<file path="src/rtl/fifo_rd_drain_pkg.sv">
// Shared types and constants for the fifo_rd_drain read-side drain engine.
package fifo_rd_drain_pkg;

  typedef enum logic [1:0] {
    IDLE,
    RUN,
    FINISH
  } drain_state_e;

  localparam int unsigned RD_LAT    = 1;
  localparam int unsigned BUF_DEPTH = 2;

  function automatic int unsigned cnt_width(input int unsigned n);
    return (n > 1) ? $clog2(n) : 1;
  endfunction

endpackage

</file>
<file path="src/rtl/fifo_rd_skid_buf.sv">
// Two-entry in-order buffer holding {last,data} words between the FIFO read port and the stream.
module fifo_rd_skid_buf
  import fifo_rd_drain_pkg::*;
#(
  parameter int unsigned DW = 9
) (
  input  logic          clk,
  input  logic          rst_n,
  input  logic          push,
  input  logic [DW-1:0] push_data,
  input  logic          pop,
  output logic [DW-1:0] head,
  output logic [1:0]    count
);

  logic [DW-1:0] mem [BUF_DEPTH];
  logic          wr_ptr;
  logic          rd_ptr;
  logic          do_push;
  logic          do_pop;

  assign do_pop  = pop && (count != 2'd0);
  assign do_push = push && ((count < 2'(BUF_DEPTH)) || do_pop);
  assign head    = mem[rd_ptr];

  always_ff @(posedge clk or negedge rst_n) begin
    if (!rst_n) begin
      for (int unsigned i = 0; i < BUF_DEPTH; i++) mem[i] <= '0;
      wr_ptr <= 1'b0;
      rd_ptr <= 1'b0;
      count  <= '0;
    end else begin
      if (do_push) begin
        mem[wr_ptr] <= push_data;
        wr_ptr      <= ~wr_ptr;
      end
      if (do_pop) rd_ptr <= ~rd_ptr;
      case ({do_push, do_pop})
        2'b10:   count <= count + 2'd1;
        2'b01:   count <= count - 2'd1;
        default: count <= count;
      endcase
    end
  end

endmodule

</file>
<file path="src/rtl/fifo_rd_drain.sv">
// Read-domain drain engine: pops async_fifo words and re-presents them as framed packets.
// Optional statistics outputs are enabled by defining FIFO_RD_DRAIN_STATS_EN.
module fifo_rd_drain
  import fifo_rd_drain_pkg::*;
#(
  parameter int unsigned W       = 8,
  parameter int unsigned PKT_LEN = 4
) (
  input  logic         rd_clk,
  input  logic         rd_rst,
  input  logic         drain_en,
  input  logic         fifo_empty,
  input  logic [W-1:0] fifo_data,
  output logic         fifo_r_en,
  output logic         m_valid,
  output logic [W-1:0] m_data,
  output logic         m_last,
  input  logic         m_ready,
  output logic         busy
`ifdef FIFO_RD_DRAIN_STATS_EN
  ,
  output logic [15:0]  pop_count,
  output logic [15:0]  stall_count
`endif
);

  localparam int unsigned    CW   = cnt_width(PKT_LEN);
  localparam logic [CW-1:0]  LAST = CW'(PKT_LEN - 1);

  drain_state_e      state;
  logic [CW-1:0]     iss_cnt;
  logic [RD_LAT-1:0] inflight;
  logic [RD_LAT-1:0] inflight_last;
  logic [1:0]        buf_cnt;
  logic [W:0]        head;
  logic              pop;
  logic [2:0]        occ;
  logic              issue_ok;

  assign pop = m_valid && m_ready;
  assign occ = {1'b0, buf_cnt} + {2'b0, inflight[0]} - {2'b0, pop};

  always_comb begin
    issue_ok = 1'b0;
    case (state)
      RUN:     issue_ok = drain_en;
      FINISH:  issue_ok = (iss_cnt != '0);
      default: issue_ok = 1'b0;
    endcase
  end

  // RUN also gates on drain_en so a stop request never opens a new packet.
  assign fifo_r_en = issue_ok && !fifo_empty && (occ < 3'(BUF_DEPTH));

  // Framing tag is fixed at issue time; in-order delivery makes it equal out_cnt==PKT_LEN-1.
  always_ff @(posedge rd_clk or negedge rd_rst) begin
    if (!rd_rst) begin
      state         <= IDLE;
      iss_cnt       <= '0;
      inflight      <= '0;
      inflight_last <= '0;
    end else begin
      inflight      <= RD_LAT'(fifo_r_en);
      inflight_last <= RD_LAT'(iss_cnt == LAST);
      if (fifo_r_en) iss_cnt <= (iss_cnt == LAST) ? '0 : iss_cnt + 1'b1;
      case (state)
        IDLE: if (drain_en) state <= RUN;
        RUN: begin
          if (!drain_en) begin
            if (iss_cnt != '0) state <= FINISH;
            else if (!inflight[0] && buf_cnt == 2'd0) state <= IDLE;
          end
        end
        FINISH: begin
          if (iss_cnt == '0 && !inflight[0] && buf_cnt == 2'd0) state <= IDLE;
        end
        default: state <= IDLE;
      endcase
    end
  end

  fifo_rd_skid_buf #(
    .DW (W + 1)
  ) u_buf (
    .clk       (rd_clk),
    .rst_n     (rd_rst),
    .push      (inflight[0]),
    .push_data ({inflight_last[0], fifo_data}),
    .pop       (pop),
    .head      (head),
    .count     (buf_cnt)
  );

  assign m_valid = (buf_cnt != 2'd0);
  assign m_data  = head[W-1:0];
  assign m_last  = m_valid && head[W];
  assign busy    = (state != IDLE) || inflight[0] || (buf_cnt != 2'd0);

`ifdef FIFO_RD_DRAIN_STATS_EN
  always_ff @(posedge rd_clk or negedge rd_rst) begin
    if (!rd_rst) begin
      pop_count   <= '0;
      stall_count <= '0;
    end else begin
      if (fifo_r_en && pop_count != '1) pop_count <= pop_count + 16'd1;
      if (m_valid && !m_ready && stall_count != '1) stall_count <= stall_count + 16'd1;
    end
  end
`endif

endmodule
</file>
<file path="config.mk">
export PLATFORM = sky130hd
export DESIGN_NAME = fifo_rd_drain
export DESIGN_NICKNAME = d
export VERILOG_FILES = /design/src/rtl/fifo_rd_drain_pkg.sv /design/src/rtl/fifo_rd_skid_buf.sv /design/src/rtl/fifo_rd_drain.sv
export SDC_FILE = /design/constraint.sdc
export NUM_CORES = 1
export LEC_CHECK = 0
export CORE_MARGIN = 1.5
export CORE_UTILIZATION = 51
export DETAILED_ROUTE_END_ITERATION = 6
export PLACE_DENSITY_LB_ADDON = 0.2
export SLEW_MARGIN = 20
export SYNTH_ARGS = -nofsm -noshare
export SYNTH_HDL_FRONTEND = slang
export SYNTH_SLANG_ARGS = --single-unit
</file>
<file path="constraint.sdc">
create_clock -name rd_clk -period 4.79 [get_ports rd_clk]
set_input_delay 1.437 -clock rd_clk [delete_from_list [all_inputs] [get_ports rd_clk]]
set_output_delay 1.437 -clock rd_clk [all_outputs]
set_load 0.005 [all_outputs]
</file>
==> run metrics <==
final period utilization=95.2%; via count=879; wire per inst=13.9 um; IO Count=25; Setup CP Type=in2out; Die Y-Extent=about 56 um; Final Cell Area=roughly 1800 um^2; Final ANT Viol Nets=0; Worst-Margin Slew=542 ps; DRC=0; Syn Inst Count=roughly 100; Pleak=just under 0.8 nW; dpl cells=between 150 and 200; drt first pass iters=3; relative slew slack=~64%; commonest non-fill, non-tap cell in the layout=mux2_2; pre-CTS setup slack=-696 ps; share of cells above drive strength 1=a little under two fifths; Final Critical Period=4560 ps; Post-DP Area=roughly 1700 um^2; first-pass GRT wire length=4340 um; initial antenna violation count=0; synth warn=0; CTS Buffer Depth=2; critical path endpoint category=output pin; Synth area leader=dfrtp_1; maximum VDD drop=around 0.00039 V; Worst EP required=roughly 3400 ps; post-synthesis cell area=approximately 1400 um^2; GPL Wtd Cong=~0.8; largest net degree at the start of global routing=29; syn nets=between 100 and 150; row cnt=18; top cells by area, synth=dfrtp_1 (50%), mux2_2 (24%), ha_1 (6.2%); die area=between 3000 and 4000 um^2; MaxCap Viol Count=0; arrival time worst endpoint=3130 ps; diodes inserted=0; GR Overflow Total=0; H-tree levels=1; unrepaired setup endpoints after global routing=false; Worst path max stage delay=350 ps; clock sink total=28; Die Span X=about 56 um; Avg Inst Size Synth=around 14 um^2; Layout Skew=between 7 and 8 ps; share of the synthesized area in the top cell type=between 40 and 50%; core area=2540 um^2; final setup fails=0; Num CTS Buffers=3; most frequent cells in the layout=mux2_2 (30), dfrtp_1 (28), clkdlybuf4s50_1 (22), inv_1 (7), ha_1 (7); Root Buffer=clkbuf_4; Starting Density=around 56%; final cell count without fillers=166; fin nets=roughly 160; Psw=0.338 mW; CTS tree=built; Detail Placement HPWL=1720 um; startpoint types=input port; final worst-path setup slack=approximately 230 ps; DRT Wirelength=2300 um; Int Pwr=just under 0.7 mW; Reg clk slew, reported paths=about 140 ps; slowest CP cell=fa_2; clock power share=10.9%; Achievable Freq=around 0.22 GHz; critical path, cell by cell=clkbuf_2 > inv_2 > nor2_4 > ha_1 > or2b_1 > fa_2 > xor2_2 > a2111oi_4 > buf_2; area delta synth->final=25.3%; # port buffers=24; Seq/Total Area, Yosys=49.6%; pwr/cell area=approximately 600 nW/um^2; Via density=5.30; Filler cells=between 200 and 250; flop2flop setup slack=between 1500 and 2000 ps; Worst-Skew Late Latency=330 ps; sequential share of power=41.4%; fin util=between 60% and 70%; Slew Limit Fails=0; Detailed Route Iter0 Violations=7; vias in the first global route=970; Worst Hold Class=reg2reg; GRT Resource Usage Total=around 18%; Setup Fix Bufs, Post-CTS=0; synth unique cells=26; status=finished, final reports clean; Sw Ratio=32.7%; Combinational Power Share=approximately 48%; worst-path fanout max=2; Yosys reg bits=28; final hold vios=0
[critical path, delay by kind of cell]
family | cells | cell delay, ps
buffers and inverters | 3 | 340
and+or+nand+nor | 2 | 270
xor gates and xnor gates | 1 | 160
adders and majority gates | 2 | 630
AOI/OAI and AO/OA | 1 | 290
[through the flow]
stage	TNS (ps)	power, mW	hold WS (ps)
finish	0	1.03	521
CTS	0	1.04	524
global placement	-712	0.893	480
detailed placement	-696	0.915	489
global route	0	1.12	543
floorplan	0	0.722	474
[final cells by class]
class | instances | area (um^2) | share of cell area (%)
well taps | 30 | 37.5 | 2.12
clock buffers | 4 | 36.3 | 2.05
repair buffers | 29 | 268 | 15.1
flip-flops and latches | 28 | 701 | 39.5
inverters | 9 | 33.8 | 1.91
multi-input cells | 66 | 696 | 39.3
[repair_timing]
action	4_1_cts	5_1_grt
pin swaps	5	3
gates resized for setup	9	4
hold buffers	0	0
endpoints found under the setup margin	1	1
[sequential cells by signal, indices dropped and copies added (netlist names)]
signal and cells:
state 2, inflight_last 1, u_buf.count 2, u_buf.wr_ptr 1
u_buf.mem 18, u_buf.rd_ptr 1, iss_cnt 2, inflight 1
[power groups by stage]
stage / sequential [mW] / combinational, mW / clock [mW]
5_1_grt: 0.449 / 0.545 / 0.128
6_report: 0.428 / 0.492 / 0.113
4_1_cts: 0.429 / 0.488 / 0.120
2_1_floorplan: 0.396 / 0.326 / 0
3_3_place_gp: 0.424 / 0.469 / 0
3_5_place_dp: 0.434 / 0.481 / 0
[layer usage]
| metal | wire length (um) | track usage, % |
|---|---|---|
| met5 | 0 | 0 |
| met3 | 83 | 3.26 |
| met1 | 1040 | 23.4 |
| met2 | 1150 | 29.4 |
| met4 | 32 | 6.27 |
[cells in the mapped netlist]
master	instances
mux2_2	30
dfrtp_1	28
nand3_1	1
a21oi_1	1
clkbuf_1	1
fa_1	1
mux2i_1	1
o211ai_4	1
o31ai_1	1
nor2_1	5
xor2_1	2
xnor2_1	4
a211oi_4	1
or2_2	1
or2b_1	1
inv_2	1
inv_1	8
nor3_1	1
o21bai_1	1
o21ai_0	1
ha_1	7
nand2b_1	1
a221oi_1	1
nor4b_1	1
a2111oi_4	1
nand2_1	2
[kinds of logic after synthesis]
kind of cell             count (synthesis)  synth area share, %
AO/OA/AOI/OAI                            8                 7.26
adder cells (fa/ha/maj)                  8                 7.61
multiplexers                            31                 24.6
buffers and inverters                   10                 2.65
XOR/XNOR                                 6                 3.72
AND/OR/NAND/NOR                         13                 4.60
flip-flops                              28                 49.6
[final timing paths]
path | to | from | cells after the start
min reg2reg | u_buf.mem[16] | u_buf.mem[16] | 1
max reg2reg | iss_cnt[0] | u_buf.count[1] | 9
max in group asynchronous | u_buf.count[0] | rd_rst | 2
max | fifo_r_en | m_ready | 9
min in group asynchronous | u_buf.mem[9] | rd_rst | 2
min | u_buf.mem[16] | u_buf.mem[16] | 1
Note: power is estimated with default switching activity, not from simulation.
